--- src/rtl/rv_fetch_icache_pkg.sv ---
// Shared pipeline package: bubble encoding, RV32I major opcodes, fetch FSM
// state type and a word-alignment helper.
// No ports (package).
package rv_pipe_pkg;

  localparam logic [31:0] BUBBLE_INSTR = 32'h0000_0000;

  localparam logic [6:0] OPC_LUI      = 7'b0110111;
  localparam logic [6:0] OPC_AUIPC    = 7'b0010111;
  localparam logic [6:0] OPC_JAL      = 7'b1101111;
  localparam logic [6:0] OPC_JALR     = 7'b1100111;
  localparam logic [6:0] OPC_BRANCH   = 7'b1100011;
  localparam logic [6:0] OPC_LOAD     = 7'b0000011;
  localparam logic [6:0] OPC_STORE    = 7'b0100011;
  localparam logic [6:0] OPC_OP_IMM   = 7'b0010011;
  localparam logic [6:0] OPC_OP       = 7'b0110011;
  localparam logic [6:0] OPC_MISC_MEM = 7'b0001111;

  typedef enum logic [1:0] {
    RUN          = 2'd0,
    FILL         = 2'd1,
    FILL_DISCARD = 2'd2
  } fetch_state_t;

  // Force an address onto a 32-bit word boundary.
  function automatic logic [31:0] word_align(input logic [31:0] addr);
    return {addr[31:2], 2'b00};
  endfunction

endpackage

--- src/rtl/rv_fetch_icache_if.sv ---
// Refill bus between the fetch stage (master) and backing memory (slave).
// Signals:
//   mem_req   master->slave  refill request, held until acknowledged
//   mem_addr  master->slave  word-aligned refill address
//   mem_ack   slave->master  mem_rdata valid, completes the request
//   mem_rdata slave->master  refill word
interface rv_fetch_icache_if;
  logic        mem_req;
  logic [31:0] mem_addr;
  logic        mem_ack;
  logic [31:0] mem_rdata;

  modport master (output mem_req, output mem_addr, input mem_ack, input mem_rdata);
  modport slave  (input mem_req, input mem_addr, output mem_ack, output mem_rdata);
endinterface

--- src/rtl/rv_fetch_icache_array.sv ---
// icache_array: direct-mapped storage, one 32-bit word per line.
// Ports:
//   clock, reset              clock and asynchronous active-high reset
//   rd_idx, rd_tag            combinational lookup address
//   rd_hit, rd_data           lookup result (valid and tag match, line data)
//   wr_en, wr_idx, wr_tag,
//   wr_data                   line write, sets the line valid
//   inval_all                 clear every valid bit at the edge
module icache_array #(
  parameter int LINES = 4,
  parameter int IDX_W = $clog2(LINES),
  parameter int TAG_W = 30 - IDX_W
) (
  input  logic             clock,
  input  logic             reset,
  input  logic [IDX_W-1:0] rd_idx,
  input  logic [TAG_W-1:0] rd_tag,
  output logic             rd_hit,
  output logic [31:0]      rd_data,
  input  logic             wr_en,
  input  logic [IDX_W-1:0] wr_idx,
  input  logic [TAG_W-1:0] wr_tag,
  input  logic [31:0]      wr_data,
  input  logic             inval_all
);

  logic [LINES-1:0] valid_r;
  logic [TAG_W-1:0] tag_r  [LINES];
  logic [31:0]      data_r [LINES];

  // Valid bits: invalidate-all wins over a same-edge write so a discarded
  // refill can never leave a live line behind.
  always_ff @(posedge clock or posedge reset) begin
    if (reset) begin
      valid_r <= {LINES{1'b0}};
    end else if (inval_all) begin
      valid_r <= {LINES{1'b0}};
    end else if (wr_en) begin
      valid_r[wr_idx] <= 1'b1;
    end else begin
      valid_r <= valid_r;
    end
  end

  // Tag and data payload; contents are meaningless until the valid bit is set.
  always_ff @(posedge clock) begin
    if (wr_en) begin
      tag_r[wr_idx]  <= wr_tag;
      data_r[wr_idx] <= wr_data;
    end
  end

  assign rd_hit  = valid_r[rd_idx] && (tag_r[rd_idx] == rd_tag);
  assign rd_data = data_r[rd_idx];

endmodule

--- src/rtl/rv_fetch_icache.sv ---
// rv_fetch_icache: instruction fetch stage with a direct-mapped I-cache and a
// req/ack refill port. Owns the PC, delivers one instruction per cycle on hits.
// Ports:
//   clock, reset                 clock, asynchronous active-high reset
//   redirect_valid, redirect_pc  taken branch/jump target (bits [1:0] ignored)
//   stall                        hold outputs and PC, no lookup
//   invalidate_all               clear all cache valid bits (fence.i)
//   out_valid, out_pc, out_instr registered instruction to decode
//   mem                          refill bus (master side)
//   hit_count, miss_count        lookup statistics, wrap modulo 2^32
module rv_fetch_icache
  import rv_pipe_pkg::*;
#(
  parameter int          LINES    = 4,
  parameter logic [31:0] RESET_PC = 32'h0000_0000
) (
  input  logic                     clock,
  input  logic                     reset,
  input  logic                     redirect_valid,
  input  logic [31:0]              redirect_pc,
  input  logic                     stall,
  input  logic                     invalidate_all,
  output logic                     out_valid,
  output logic [31:0]              out_pc,
  output logic [31:0]              out_instr,
  rv_fetch_icache_if.master        mem,
  output logic [31:0]              hit_count,
  output logic [31:0]              miss_count
);

  localparam int IDX_W = $clog2(LINES);
  localparam int TAG_W = 30 - IDX_W;

  fetch_state_t state_r;
  logic [31:0]  pc_r;
  logic [31:0]  fill_addr_r;
  logic         mem_req_r;
  logic [31:0]  mem_addr_r;

  logic             hit_s;
  logic [31:0]      line_data_s;
  logic             wr_en_s;
  logic [IDX_W-1:0] rd_idx_s;
  logic [TAG_W-1:0] rd_tag_s;
  logic [IDX_W-1:0] wr_idx_s;
  logic [TAG_W-1:0] wr_tag_s;

  assign rd_idx_s = pc_r[2+IDX_W-1:2];
  assign rd_tag_s = pc_r[31:2+IDX_W];
  assign wr_idx_s = fill_addr_r[2+IDX_W-1:2];
  assign wr_tag_s = fill_addr_r[31:2+IDX_W];

  // An invalidate landing on the ack edge discards the returning word.
  assign wr_en_s = (state_r == FILL) && mem.mem_ack && !invalidate_all;

  assign mem.mem_req  = mem_req_r;
  assign mem.mem_addr = mem_addr_r;

  icache_array #(
    .LINES (LINES),
    .IDX_W (IDX_W),
    .TAG_W (TAG_W)
  ) u_array (
    .clock     (clock),
    .reset     (reset),
    .rd_idx    (rd_idx_s),
    .rd_tag    (rd_tag_s),
    .rd_hit    (hit_s),
    .rd_data   (line_data_s),
    .wr_en     (wr_en_s),
    .wr_idx    (wr_idx_s),
    .wr_tag    (wr_tag_s),
    .wr_data   (mem.mem_rdata),
    .inval_all (invalidate_all)
  );

  // Fetch FSM: PC, registered outputs, refill request and statistics.
  always_ff @(posedge clock or posedge reset) begin
    if (reset) begin
      state_r     <= RUN;
      pc_r        <= RESET_PC;
      fill_addr_r <= 32'h0000_0000;
      mem_req_r   <= 1'b0;
      mem_addr_r  <= 32'h0000_0000;
      out_valid   <= 1'b0;
      out_pc      <= 32'h0000_0000;
      out_instr   <= BUBBLE_INSTR;
      hit_count   <= 32'h0000_0000;
      miss_count  <= 32'h0000_0000;
    end else begin
      case (state_r)
        RUN: begin
          if (redirect_valid) begin
            pc_r      <= word_align(redirect_pc);
            out_valid <= 1'b0;
            out_pc    <= 32'h0000_0000;
            out_instr <= BUBBLE_INSTR;
          end else if (stall) begin
            pc_r      <= pc_r;
            out_valid <= out_valid;
          end else if (hit_s) begin
            out_valid <= 1'b1;
            out_pc    <= pc_r;
            out_instr <= line_data_s;
            pc_r      <= pc_r + 32'd4;
            hit_count <= hit_count + 32'd1;
          end else begin
            out_valid   <= 1'b0;
            out_pc      <= 32'h0000_0000;
            out_instr   <= BUBBLE_INSTR;
            mem_req_r   <= 1'b1;
            mem_addr_r  <= pc_r;
            fill_addr_r <= pc_r;
            miss_count  <= miss_count + 32'd1;
            state_r     <= FILL;
          end
        end
        FILL: begin
          // Redirects only retarget the PC; the refill always runs to completion.
          if (redirect_valid) begin
            pc_r <= word_align(redirect_pc);
          end
          if (mem.mem_ack) begin
            mem_req_r <= 1'b0;
            state_r   <= RUN;
          end else if (invalidate_all) begin
            state_r <= FILL_DISCARD;
          end else begin
            state_r <= FILL;
          end
        end
        FILL_DISCARD: begin
          if (redirect_valid) begin
            pc_r <= word_align(redirect_pc);
          end
          if (mem.mem_ack) begin
            mem_req_r <= 1'b0;
            state_r   <= RUN;
          end else begin
            state_r <= FILL_DISCARD;
          end
        end
        default: begin
          state_r   <= RUN;
          mem_req_r <= 1'b0;
          out_valid <= 1'b0;
          out_instr <= BUBBLE_INSTR;
        end
      endcase
    end
  end

endmodule

--- src/flat_wrapper.sv ---
// flat-port wrapper written by rule: the top's interface ports become plain ports
module rv_fetch_icache_flat import rv_pipe_pkg::*;
#(
  parameter int          LINES    = 4,
  parameter logic [31:0] RESET_PC = 32'h0000_0000
)
  (clock, reset, redirect_valid, redirect_pc, stall, invalidate_all, out_valid, out_pc, out_instr, hit_count, miss_count, mem_mem_req, mem_mem_addr, mem_mem_ack, mem_mem_rdata);
  rv_fetch_icache_if mem_i ();
  input  logic clock;
  input  logic reset;
  input  logic redirect_valid;
  input  logic [31:0] redirect_pc;
  input  logic stall;
  input  logic invalidate_all;
  output logic out_valid;
  output logic [31:0] out_pc;
  output logic [31:0] out_instr;
  output logic [31:0] hit_count;
  output logic [31:0] miss_count;
  output wire logic [$bits(mem_i.mem_req)-1:0] mem_mem_req;
  output wire logic [$bits(mem_i.mem_addr)-1:0] mem_mem_addr;
  input wire logic [$bits(mem_i.mem_ack)-1:0] mem_mem_ack;
  input wire logic [$bits(mem_i.mem_rdata)-1:0] mem_mem_rdata;
  assign mem_mem_req = mem_i.mem_req;
  assign mem_mem_addr = mem_i.mem_addr;
  assign mem_i.mem_ack = mem_mem_ack;
  assign mem_i.mem_rdata = mem_mem_rdata;
  rv_fetch_icache #(.LINES(LINES), .RESET_PC(RESET_PC)) u_core (.clock(clock), .reset(reset), .redirect_valid(redirect_valid), .redirect_pc(redirect_pc), .stall(stall), .invalidate_all(invalidate_all), .out_valid(out_valid), .out_pc(out_pc), .out_instr(out_instr), .mem(mem_i), .hit_count(hit_count), .miss_count(miss_count));
endmodule
--- config.mk ---
export PLATFORM = sky130hd
export DESIGN_NAME = rv_fetch_icache_flat
export DESIGN_NICKNAME = d
export VERILOG_FILES = /design/src/rtl/rv_fetch_icache_pkg.sv /design/src/rtl/rv_fetch_icache_if.sv /design/src/rtl/rv_fetch_icache_array.sv /design/src/rtl/rv_fetch_icache.sv /design/src/flat_wrapper.sv
export SDC_FILE = /design/constraint.sdc
export NUM_CORES = 1
export LEC_CHECK = 0
export ABC_AREA = 1
export BUFFER_PORTS_ARGS = -buffer_cell sky130_fd_sc_hd__buf_2
export CAP_MARGIN = 20
export CORE_ASPECT_RATIO = 0.7
export CORE_UTILIZATION = 45
export CTS_CLUSTER_SIZE = 24
export DETAILED_ROUTE_END_ITERATION = 8
export GPL_TIMING_DRIVEN = 0
export PLACE_DENSITY_LB_ADDON = 0.08
export SKIP_CTS_REPAIR_TIMING = 1
export SLEW_MARGIN = 40
export SYNTH_ARGS = -nofsm -noshare
export SYNTH_HDL_FRONTEND = slang
export SYNTH_SLANG_ARGS = --single-unit
--- constraint.sdc ---
create_clock -name clock -period 18.7 [get_ports clock]
set_input_delay 2.805 -clock clock [delete_from_list [all_inputs] [get_ports clock]]
set_output_delay 2.805 -clock clock [all_outputs]
set_load 0.02 [all_outputs]
==> metrics.md <==
| Metric | Value |
|---|---|
| Setup crit end | `u_core.hit_count[5]` |
| DR DRC count | `0` |
| Cell Chain, Critical Path | `buf_2 -> nor2_1 -> nand2_1 -> inv_1 -> nand3_2 -> buf_2 -> o21ai_0 -> nand2_1` |
| Crit share post-route | `24.5%` |
| Final Hold Fails | `0` |
| Pin count of the biggest net entering global routing | `65` |
| Initial antenna violation count | `4` |
| Worst EP required | `19.15 ns` |
| Peak supply drop | `0.0000770 V` |
| Leakage | `10.8 nW` |
| Clock Skews | `0.0136 ns` |
| Die area | `46100 um2` |
| Critical R2R Launch | `u_core.pc_r[3]` |
| Post-synthesis average cell area | `9.41 um2` |
| Synth Flop Type | `edfxtp_1` |
| Setup TNS | `0 ns` |
| Total GRT Usage | `26.8%` |
| Slew of the pin with the lowest slew margin | `0.846 ns` |
| Most frequent cells in the layout | `nand2_1 (761), buf_2 (242), edfxtp_1 (240), dfrtp_1 (195), nand3_1 (157)` |
| R2r worst-path depth | `14` |
| Vias in the first global route | `15.7k` |
| CTS buffer count | `43` |
| Final Critical Period | `4.58 ns` |
| GPL Wtd Cong | `0.946` |
| CP startpoint | `stall` |
| Yosys top cell area share | `35.4%` |
| IO buf count | `227` |
| Final net count | `2532` |
| Fin area | `24300 um2` |
| Max-slew violations | `0` |
| Crit path max fanout | `10` |
| Drt first-iter violations | `1445` |
| Post-DP Area | `22700 um2` |
| Row count | `64` |
| CORE AREA | `44100 um2` |
| Routed Antenna Nets | `0` |
| Status | `complete, no violations` |
| DP Wirelength | `45.5 mm` |
| Distinct cell type count after synthesis | `42` |
| Total of max-cap violations | `0` |
| Via Count | `16.4k` |
| Worst hold path class | `reg -> reg` |
| Wire per inst | `19.8 um` |
| CP Launch Type | `primary input` |
| Switching Fraction | `40.9%` |
| RSZ-0062 raised after global routing | `false` |
| Mapped cell area | `20400 um2` |
| Net switching power | `1.46 mW` |
| WL final | `61.0 mm` |
| Total congestion overflow | `0` |
| Clk slew on worst S/H paths | `0.07 ns` |
| # setup viols final | `0` |
| Critical path class | `in -> reg` |
| Root Buffer | `clkbuf_16` |
| Die W | `256 um` |
| Logic gate share of total power | `39.3%` |
| Setup crit end kind | `flip-flop` |
| Int Pwr | `2.11 mW` |
| Die Height | `180 um` |
| Starting density of the core | `46.1%` |
| Fin worst setup slack | `14.12 ns` |
| Layout cell share with drive strength beyond 1 | `17.1%` |
| PwrDens | `147 nW/um2` |
| Data arrival, critical path | `5.03 ns` |
| Sequential power share | `35.2%` |
| Reg2reg setup slack | `15.52 ns` |
| Clock share of power | `25.5%` |
| Post-Syn Instances | `2163` |
| EDFF count, synth | `240` |
| Post-synthesis sequential area ratio | `59.4%` |
| Fmax | `218 MHz` |
| Post-Place Worst Slack | `13.58 ns` |
| P&R area growth vs syn | `19.2%` |
| H-tree Lvls | `2` |
| Max stage delay cell, worst path | `nor2_1` |
| Slew headroom | `43.6%` |
| Ys async rst share | `44.8%` |
| First-pass GRT wire length | `95.1 mm` |
| Clk buf depth | `3` |
| Area leader, netlist | `edfxtp_1` |
| R2R Path End | `u_core.mem.mem_addr[13]` |
| Synthesized flop and latch total | `435` |
| Worst path max stage delay | `0.51 ns` |
| CTS tree | `built` |
| Top cells by area, synth | `edfxtp_1 (35%), dfrtp_1 (24%), nand2_1 (14%)` |
| First-pass DRT Iterations | `6` |
| Most common cell after layout, fill and taps aside | `nand2_1` |
| Vias per cell | `5.32` |
| Clk sinks | `435` |
| Ys Warns | `0` |
| Final-layout fill cell count | `4034` |
| Worst-Skew Late Latency | `0.57 ns` |
| Final core utilization | `55.0%` |
| I/O Pins | `232` |
[synth_stat cells (31+ instances only)]
| cell type | n |
|---|---|
| clkbuf_1 | 51 |
| o22ai_1 | 33 |
| nor3_1 | 32 |
| edfxtp_1 | 240 |
| o21ai_0 | 61 |
| nand4_1 | 31 |
| nand2_1 | 761 |
| a32o_1 | 32 |
| a21oi_1 | 39 |
| o21ai_2 | 42 |
| dfrtp_1 | 195 |
| nor2_1 | 128 |
| inv_1 | 157 |
| nand3_1 | 157 |
[power by group through the flow]
stage	logic [mW]	clock network [mW]	registers, mW
after detailed placement	1.39	0	1.28
after global routing	1.55	0.961	1.28
after CTS	1.40	0.927	1.26
final	1.41	0.911	1.26
after global placement	1.35	0	1.28
after floorplan	0.878	0	1.29
[critical path: cells and delay by family]
family | cells | cell delay (ns)
compound gates | 1 | 0.18
simple gates | 4 | 1.21
buf+inv | 3 | 0.83
[registers in the layout, indices dropped and copies added, names as in the netlist]
name / cells
u_core.state_r: 2
u_core.out_valid: 1
u_core.hit_count: 32
u_core.u_array.tag_r: 112
u_core.u_array.valid_r: 4
u_core.pc_r: 30
u_core.out_pc: 31
u_core.out_instr: 32
u_core.mem.mem_req: 1
u_core.mem.mem_addr: 30
u_core.u_array.data_r: 128
u_core.miss_count: 32
[worst min path at each step]
stage	depth (start not counted)	endpoint	slack, ns	from
final	2	u_core.out_instr[24]	0.48	u_core.out_instr[24]
after global routing	2	u_core.out_instr[16]	0.50	u_core.out_instr[16]
after CTS	2	u_core.out_instr[21]	0.48	u_core.out_instr[21]
after detailed placement	2	u_core.out_instr[24]	0.47	u_core.out_instr[24]
after global placement	2	u_core.out_instr[16]	0.46	u_core.out_instr[16]
after floorplan	2	u_core.u_array.valid_r[2]	0.45	u_core.u_array.valid_r[2]
[layout make-up]
class                      count  area [um2]  area share, %
sequential                   435       12100           49.8
multi-input combinational   1467        7130           29.4
timing repair buffer         246        1610           6.63
clock buffer                  63        1250           5.16
tap                          594         743           3.06
inverter                     161         612           2.52
buffer                       101         583           2.40
clock inverter                17         233          0.960
antenna                        4        10.0         0.0413
[per-layer routing]
layer / part of all wire (%) / wire [um] / GRT usage (%)
met2: 43 / 26500 / 39.7
met1: 47 / 28900 / 40.4
met5: 0 / 0 / 0
met4: 1.5 / 902 / 5.20
met3: 7.7 / 4700 / 5.96
[cell families after synthesis]
kind of cell | Yosys count | share of synthesized area [%]
other cells | 1 | 0.0184
simple gates | 1167 | 24.2
xor+xnor | 38 | 1.64
compound gates | 236 | 7.68
fa+ha+maj | 7 | 0.430
flops | 435 | 59.4
mux | 17 | 0.836
buf+inv | 262 | 5.83
[per-stage QoR]
step                power (mW)  hold slack, ns  instances
floorplan                 2.17           0.454       2164
global placement          2.63           0.461       2985
detailed placement        2.67           0.465       3004
CTS                       3.58           0.481       3084
global route              3.79           0.498       3087
finish                    3.58           0.478       3088
Power figures use the tool's default switching activity.
